[src/rtl/ssd_tdm_driver.sv]
// ssd_tdm_driver: 4-digit common-anode TDM seven-segment driver with per-frame snapshot; define LEADING_ZERO_BLANK_EN to suppress leading zeros
module ssd_tdm_driver #(
  parameter int REFRESH_DIV = 100000
) (
  input  logic       clk,
  input  logic       rst,
  input  logic [3:0] ones,
  input  logic [3:0] tens,
  input  logic [3:0] hundreds,
  input  logic [3:0] thousands,
  input  logic [3:0] dp_en,
  input  logic       blank,
  output logic [6:0] seg,
  output logic       dp,
  output logic [3:0] an,
  output logic       frame_tick
);
  localparam int W = $clog2(REFRESH_DIV);
  logic [W-1:0] div_cnt;
  logic [1:0]   idx;
  logic [3:0]   sh [4];
  logic [3:0]   sh_dp;
  logic         wrap;
  logic         snap;
  logic [3:0]   cur;
  logic [6:0]   seg_nx;
  assign wrap = div_cnt == W'(REFRESH_DIV - 1);
  assign snap = wrap && idx == 2'd3;
  assign cur  = sh[idx];
`ifdef LEADING_ZERO_BLANK_EN
  logic [3:0] lz;
  assign lz[3] = sh[3] == 4'd0;
  assign lz[2] = lz[3] && sh[2] == 4'd0;
  assign lz[1] = lz[2] && sh[1] == 4'd0;
  assign lz[0] = 1'b0;
`endif
  // Decode the shadow digit selected by the scan index; non-BCD codes show a dash
  always_comb begin
    case (cur)
      4'd0:    seg_nx = 7'h40;
      4'd1:    seg_nx = 7'h79;
      4'd2:    seg_nx = 7'h24;
      4'd3:    seg_nx = 7'h30;
      4'd4:    seg_nx = 7'h19;
      4'd5:    seg_nx = 7'h12;
      4'd6:    seg_nx = 7'h02;
      4'd7:    seg_nx = 7'h78;
      4'd8:    seg_nx = 7'h00;
      4'd9:    seg_nx = 7'h10;
      default: seg_nx = 7'h3F;
    endcase
`ifdef LEADING_ZERO_BLANK_EN
    if (lz[idx]) seg_nx = 7'h7F;
`endif
  end
  // Dwell counter, scan index and once-per-frame snapshot of the inputs
  always_ff @(posedge clk) begin
    if (rst) begin
      div_cnt <= '0;
      idx     <= '0;
      sh      <= '{default: '0};
      sh_dp   <= '0;
    end else begin
      div_cnt <= wrap ? '0 : div_cnt + 1'b1;
      if (wrap) idx <= idx + 1'b1;
      if (snap) begin
        sh[0] <= ones;
        sh[1] <= tens;
        sh[2] <= hundreds;
        sh[3] <= thousands;
        sh_dp <= dp_en;
      end
    end
  end
  // Registered active-low outputs, one clock behind the scan index
  always_ff @(posedge clk) begin
    if (rst) begin
      an         <= 4'hF;
      seg        <= 7'h7F;
      dp         <= 1'b1;
      frame_tick <= 1'b0;
    end else begin
      an         <= blank ? 4'hF : ~(4'b0001 << idx);
      seg        <= blank ? 7'h7F : seg_nx;
      dp         <= blank | ~sh_dp[idx];
      frame_tick <= snap;
    end
  end
endmodule

[config.mk]
export PLATFORM = sky130hd
export DESIGN_NAME = ssd_tdm_driver
export DESIGN_NICKNAME = d
export VERILOG_FILES = /design/src/rtl/ssd_tdm_driver.sv
export SDC_FILE = /design/constraint.sdc
export NUM_CORES = 1
export LEC_CHECK = 0
export ABC_AREA = 1
export CORE_ASPECT_RATIO = 0.75
export CORE_MARGIN = 2
export CORE_UTILIZATION = 49
export CTS_CLUSTER_DIAMETER = 50
export DETAILED_ROUTE_END_ITERATION = 8
export HOLD_SLACK_MARGIN = 0.15
export PLACE_DENSITY = 0.75
export SETUP_SLACK_MARGIN = 0.1
export SYNTH_ARGS = -nofsm -noshare
export SYNTH_HDL_FRONTEND = slang
export SYNTH_SLANG_ARGS = --single-unit
[constraint.sdc]
create_clock -name clk -period 3.59 [get_ports clk]
set_input_delay 0.5385 -clock clk [delete_from_list [all_inputs] [get_ports clk]]
set_output_delay 0.5385 -clock clk [all_outputs]
set_load 0.05 [all_outputs]
After elaboration in Yosys (flattened, before gate mapping)
Memory sizes are Yosys's and may differ from the RTL's. A register that Yosys moved wholly into a read port is not among the register bits.
Index checks and enable logic that the tools add are counted.
{"block": "totals", "mem_count": 1, "inputBits": 23, "reg_bits": 45, "latchBits": 0, "rom_bits": 112, "ram_bits": 0}
{"name": "(name not given)", "depth": 16, "word_bits": 7, "rd": 1, "rd_ports_with_merged_regs": 1, "write_ports": 0, "line_no": "39", "text": "case (cur)"}
{"block": "op_classes", "multipliers": 0, "n_div": 0, "n_mux": 5, "n_lt_le_gt_ge": 2, "addsub": 2, "n_shift": 1, "n_eq_ne": 2, "bitwise": 4, "n_reduce_logical": 3}
{"op": "adder 17 x 1 -> 17 bit, second input constant", "count": 1}
{"op": "equality test 17 bit, second input constant", "count": 1}
{"op": "binary-select mux 4 bit (select 2 bit)", "count": 1}
{"op": "2-to-1 mux 4 bit", "count": 2}
{"op": "inverter 4 bit", "count": 1}
{"op": "OR reduction 2 bit", "count": 2}
{"op": "<< shifter 1 x 2 -> 4 bit, first input constant", "count": 1}
{"op": ">= comparator 3 bit, second input constant", "count": 1}
{"op": "less-than comparator 2 x 3 -> 1 bit, second input constant", "count": 1}
{"op": "inverter 2 -> 3 bit", "count": 1}
{"op": "adder 2 x 1 -> 2 bit, second input constant", "count": 1}
{"op": "binary-select mux 1 bit (select 2 bit)", "count": 1}
{"op": "equality test 2 bit, second input constant", "count": 1}
{"op": "logical AND 1 bit", "count": 1}
{"op": "2-to-1 mux 1 bit", "count": 1}
{"op": "inverter 1 bit", "count": 1}
{"op": "bitwise OR 1 bit", "count": 1}

Depth between registers and ports, before layout
{"block": "depth", "depth_word": 4, "mapped_depth": 11}

Least setup slack after synthesis
OpenSTA, ideal clock, no wires.
{"block": "synth_timing", "path_type": "register to register", "from": "reg idx[0]", "to": "reg seg[6]", "period_less_slack_ps": 1424, "stages_incl_launch_ff": 10, "arrival_ps": 1283, "path_buffers": 1, "path_slack_ps": 2166, "setup_time_ps": 141, "cell_sequence": "dfxtp_1 inv_2 buf_6 nand2_1 nand3_1 nand2_1 inv_1 ha_1 o21ai_0 o21ai_0"}
{"block": "synth_between", "elab_chain_len": 4}
{"item": "start, declared", "line_no": "20", "text": "logic [1:0] idx;"}
{"item": "start signal, assigned", "line_no": "65", "text": "if (wrap) idx <= idx + 1'b1;"}
{"item": "inverter 2 -> 3 bit (implied by the code)", "line_no": "29", "text": "assign cur = sh[idx];"}
{"item": "binary-select mux 4 bit (select 2 bit)", "line_no": "29"}
{"item": "2-to-1 mux 4 bit (implied by the code) (2 in a row)", "line_no": "29"}
{"item": "end, declared", "line_no": "13", "text": "output logic [6:0] seg,"}
Every way passes these cells. The select of a mux whose other input is x is not followed.
A chain may end at the register's enable or synchronous reset.

Worst setup path in the final report
{"block": "layout_timing", "from": "reg idx[0]", "to": "reg sh[9] (netlist name)"}
{"block": "layout_between", "elab_chain_len": 2}
{"item": "equality test 2 bit", "line_no": "28", "text": "assign snap = wrap && idx == 2'd3;"}
{"item": "logical AND 1 bit", "line_no": "28"}
{"item": "end, declared", "line_no": "21", "text": "logic [3:0] sh [4];"}
Every way passes these cells.

==> results.sh <==
export IMPL_initial_core_util_pct=51.5
export IMPL_cp_depth=4
export IMPL_fmax_ghz=0.472
export IMPL_cts_tree="built"
export IMPL_min_period_ps=2120
export IMPL_drtIter0Drc=200
export IMPL_rsz0062_at_grt="no"
export IMPL_ctsResizeCount=0
export IMPL_finalSetupViolCount=0
export IMPL_cp_data_arrival_time_ps=2370
export IMPL_tns_ps=0
export IMPL_synth_nets=391
export IMPL_syn2layout_area_growth_pct=17.1
export IMPL_crit_path_start_kind="flop"
export IMPL_critPathMaxFanout=29
export IMPL_drt_pass1_iter_count=4
export IMPL_dr_total_vias=2241
export IMPL_p_leak_nw=1.25
export IMPL_wl_per_cell_um=11.9
export IMPL_grt_max_degree=30
export IMPL_drv_cap=0
export IMPL_cts_sinks=52
export IMPL_grt_pass1_vias=2078
export IMPL_status="completed"
export IMPL_crit_path_end="sh[9]$_SDFFE_PP0P_"
export IMPL_critPathKind="reg -> reg"
export IMPL_synthesis_area_um2=2550
export IMPL_synth_cell_types=27
export IMPL_hold_buffers=0
export IMPL_ys_ff_latch=52
export IMPL_cpPeakStageDelay_ps=910
export IMPL_yosysSeqAreaShare_pct=40.8
export IMPL_cts_setup_buffers=0
export IMPL_track_usage_pct=20.2
export IMPL_grt_pass1_wl_um=9090
export IMPL_ff2ff_path_depth=4
export IMPL_clock_skew_ps=4.05
export IMPL_reg2reg_slack_ps=1470
export IMPL_die_x_um=87.4
export IMPL_final_nets=419
export IMPL_cts_root_buf="clkbuf_8"
export IMPL_drive_gt1_share_pct=6.74
export IMPL_slew_violations=0
export IMPL_ioPinCount=36
export IMPL_netlist_instances=357
export IMPL_drc=0
export IMPL_wirelength_um=5290
export IMPL_grt_overflow=0
export IMPL_max_slew_margin_pct=33.6
export IMPL_fill_cells=458
export IMPL_dieArea_um2=5810
export IMPL_whs_path_depth=1
export IMPL_slowest_stage="ha_1"
export IMPL_crit_required_ps=3850
export IMPL_cp_end_kind="flop"
export IMPL_power_density_nw_per_um2=337
export IMPL_htree_levels=2
export IMPL_synth_avg_cell_area_um2=7.15
export IMPL_port_buffers=35
export IMPL_path_cells="ha_1 -> buf_4 -> a21oi_1 -> nor2_1"
export IMPL_fin_total_pwr_mw=1.01
export IMPL_clk_pin_slew_ps=90
export IMPL_dp_hpwl_um=3830
export IMPL_rr_startpoint="idx[0]$_SDFFE_PP0N_"
export IMPL_place_congestion=0.823
export IMPL_hold_class="reg -> reg"
export IMPL_ir_drop_v=0.000163
export IMPL_synth_warnings=0
export IMPL_fp_row_count=22
export IMPL_cp_top_family="adder cells"
export IMPL_die_height_um=66.5
export IMPL_core_um2=4950
export IMPL_worst_pin_slew_ps=996
export IMPL_cp_startpoint="idx[0]$_SDFFE_PP0N_"
export IMPL_viasPerCell=5.02
export IMPL_ctsLongestPathBuffers=2
export IMPL_clkLatencyLatePin_ps=310
export IMPL_grt_antenna_before_repair=0
export IMPL_post_route_period_util_pct=59.0
export IMPL_diodes=0
export IMPL_hold_violations=0
export IMPL_rr_endpoint="sh[9]$_SDFFE_PP0P_"
export IMPL_cts_buffers=5
export IMPL_drtAntennaViolNets=0
export IMPL_crit_buf_inv=1
worst min-delay path by stage:
stage | start | to | slack (ps)
floorplan | div_cnt[0]$_SDFF_PP0_ | div_cnt[0]$_SDFF_PP0_ | 420
global placement | div_cnt[0]$_SDFF_PP0_ | div_cnt[0]$_SDFF_PP0_ | 430
detailed placement | div_cnt[0]$_SDFF_PP0_ | div_cnt[0]$_SDFF_PP0_ | 460
CTS | div_cnt[0]$_SDFF_PP0_ | div_cnt[0]$_SDFF_PP0_ | 470
global route | div_cnt[0]$_SDFF_PP0_ | div_cnt[0]$_SDFF_PP0_ | 490
finish | div_cnt[0]$_SDFF_PP0_ | div_cnt[0]$_SDFF_PP0_ | 470
cell usage after synthesis (all sizes together):
library cell | number | area, um2
xnor2 | 2 | 17.5
ha | 11 | 138
nand3 | 21 | 115
a21boi | 1 | 11.3
inv | 43 | 161
dfxtp | 52 | 1040
o22ai | 1 | 6.26
nand3b | 1 | 7.51
buf | 10 | 76.3
nor2 | 56 | 230
o21ai | 6 | 30.0
nand4 | 21 | 131
nand2 | 86 | 333
o211ai | 2 | 15.0
clkbuf | 6 | 22.5
or2 | 1 | 6.26
xor2 | 7 | 61.3
nor3 | 7 | 35.0
a21oi | 23 | 115
per-layer routing:
metal	wire length, um	vias to the layer above	share of wire, %	global-route usage [%]
met5	0	-	0	0
met4	66	0	1.2	6.15
met3	393	5	7.4	5.82
met2	2190	72	41	29.5
met1	2630	979	50	28.7
li1	-	1185	-	-
state kept, by name, summed over array words and instances (netlist names):
| name | count |
|---|---|
| div_cnt | 17 |
| sh | 16 |
| seg | 7 |
| an | 4 |
| sh_dp | 4 |
| idx | 2 |
| dp | 1 |
| frame_tick | 1 |
area by class of cell:
class | instances | area [um2] | share of cell area, %
sequential | 52 | 1040 | 34.8
tap | 60 | 75.1 | 2.51
multi-input combinational | 246 | 1250 | 41.9
clock buffer | 7 | 86.3 | 2.89
inverter | 43 | 161 | 5.40
clock inverter | 1 | 7.51 | 0.251
timing repair buffer | 37 | 365 | 12.2
where the power goes:
group          switching [mW]  internal, mW  total [mW]  leakage [nW]
registers             0.00292         0.583       0.586         0.422
clock network           0.190         0.157       0.347        0.0445
logic                  0.0390        0.0359      0.0750         0.780
total                   0.232         0.776        1.01          1.25
layout by cell type (no fill, tap or decap):
master / count
a21boi_2: 1
a21oi_1: 23
buf_4: 2
clkbuf_1: 1
clkbuf_8: 6
clkdlybuf4s50_1: 35
clkinvlp_4: 1
dfxtp_1: 52
ha_1: 11
inv_1: 37
inv_2: 6
nand2_1: 82
nand2_2: 4
nand3_1: 19
nand3_2: 2
nand3b_1: 1
nand4_1: 21
nor2_1: 52
nor2_2: 2
nor2_4: 2
nor3_1: 7
o211ai_1: 2
o21ai_0: 6
o22ai_1: 1
or2_0: 1
xnor2_1: 2
xor2_1: 7
metrics by stage:
stage | hold slack [ps] | instances | setup WS [ps] | area [um2] | util (%)
after floorplan | 417 | 357 | 2170 | 2550 | -
after global placement | 425 | 438 | 1500 | 2900 | 58.4
after detailed placement | 461 | 438 | 1430 | 2900 | 58.4
after CTS | 475 | 446 | 1470 | 2990 | 60.3
after global routing | 492 | 446 | 1310 | 2990 | 60.3
final | 469 | 446 | 1470 | 2990 | 60.3
logic make-up after synthesis:
family                   count (synthesis)  share of synthesized area (%)
AO/OA/AOI/OAI                           33                           6.96
XOR/XNOR                                 9                           3.09
AND/OR/NAND/NOR                        193                           33.6
buffers and inverters                   59                           10.2
flip-flops                              52                           40.8
adder cells (fa/ha/maj)                 11                           5.39
Power figures use the tool's default switching activity.
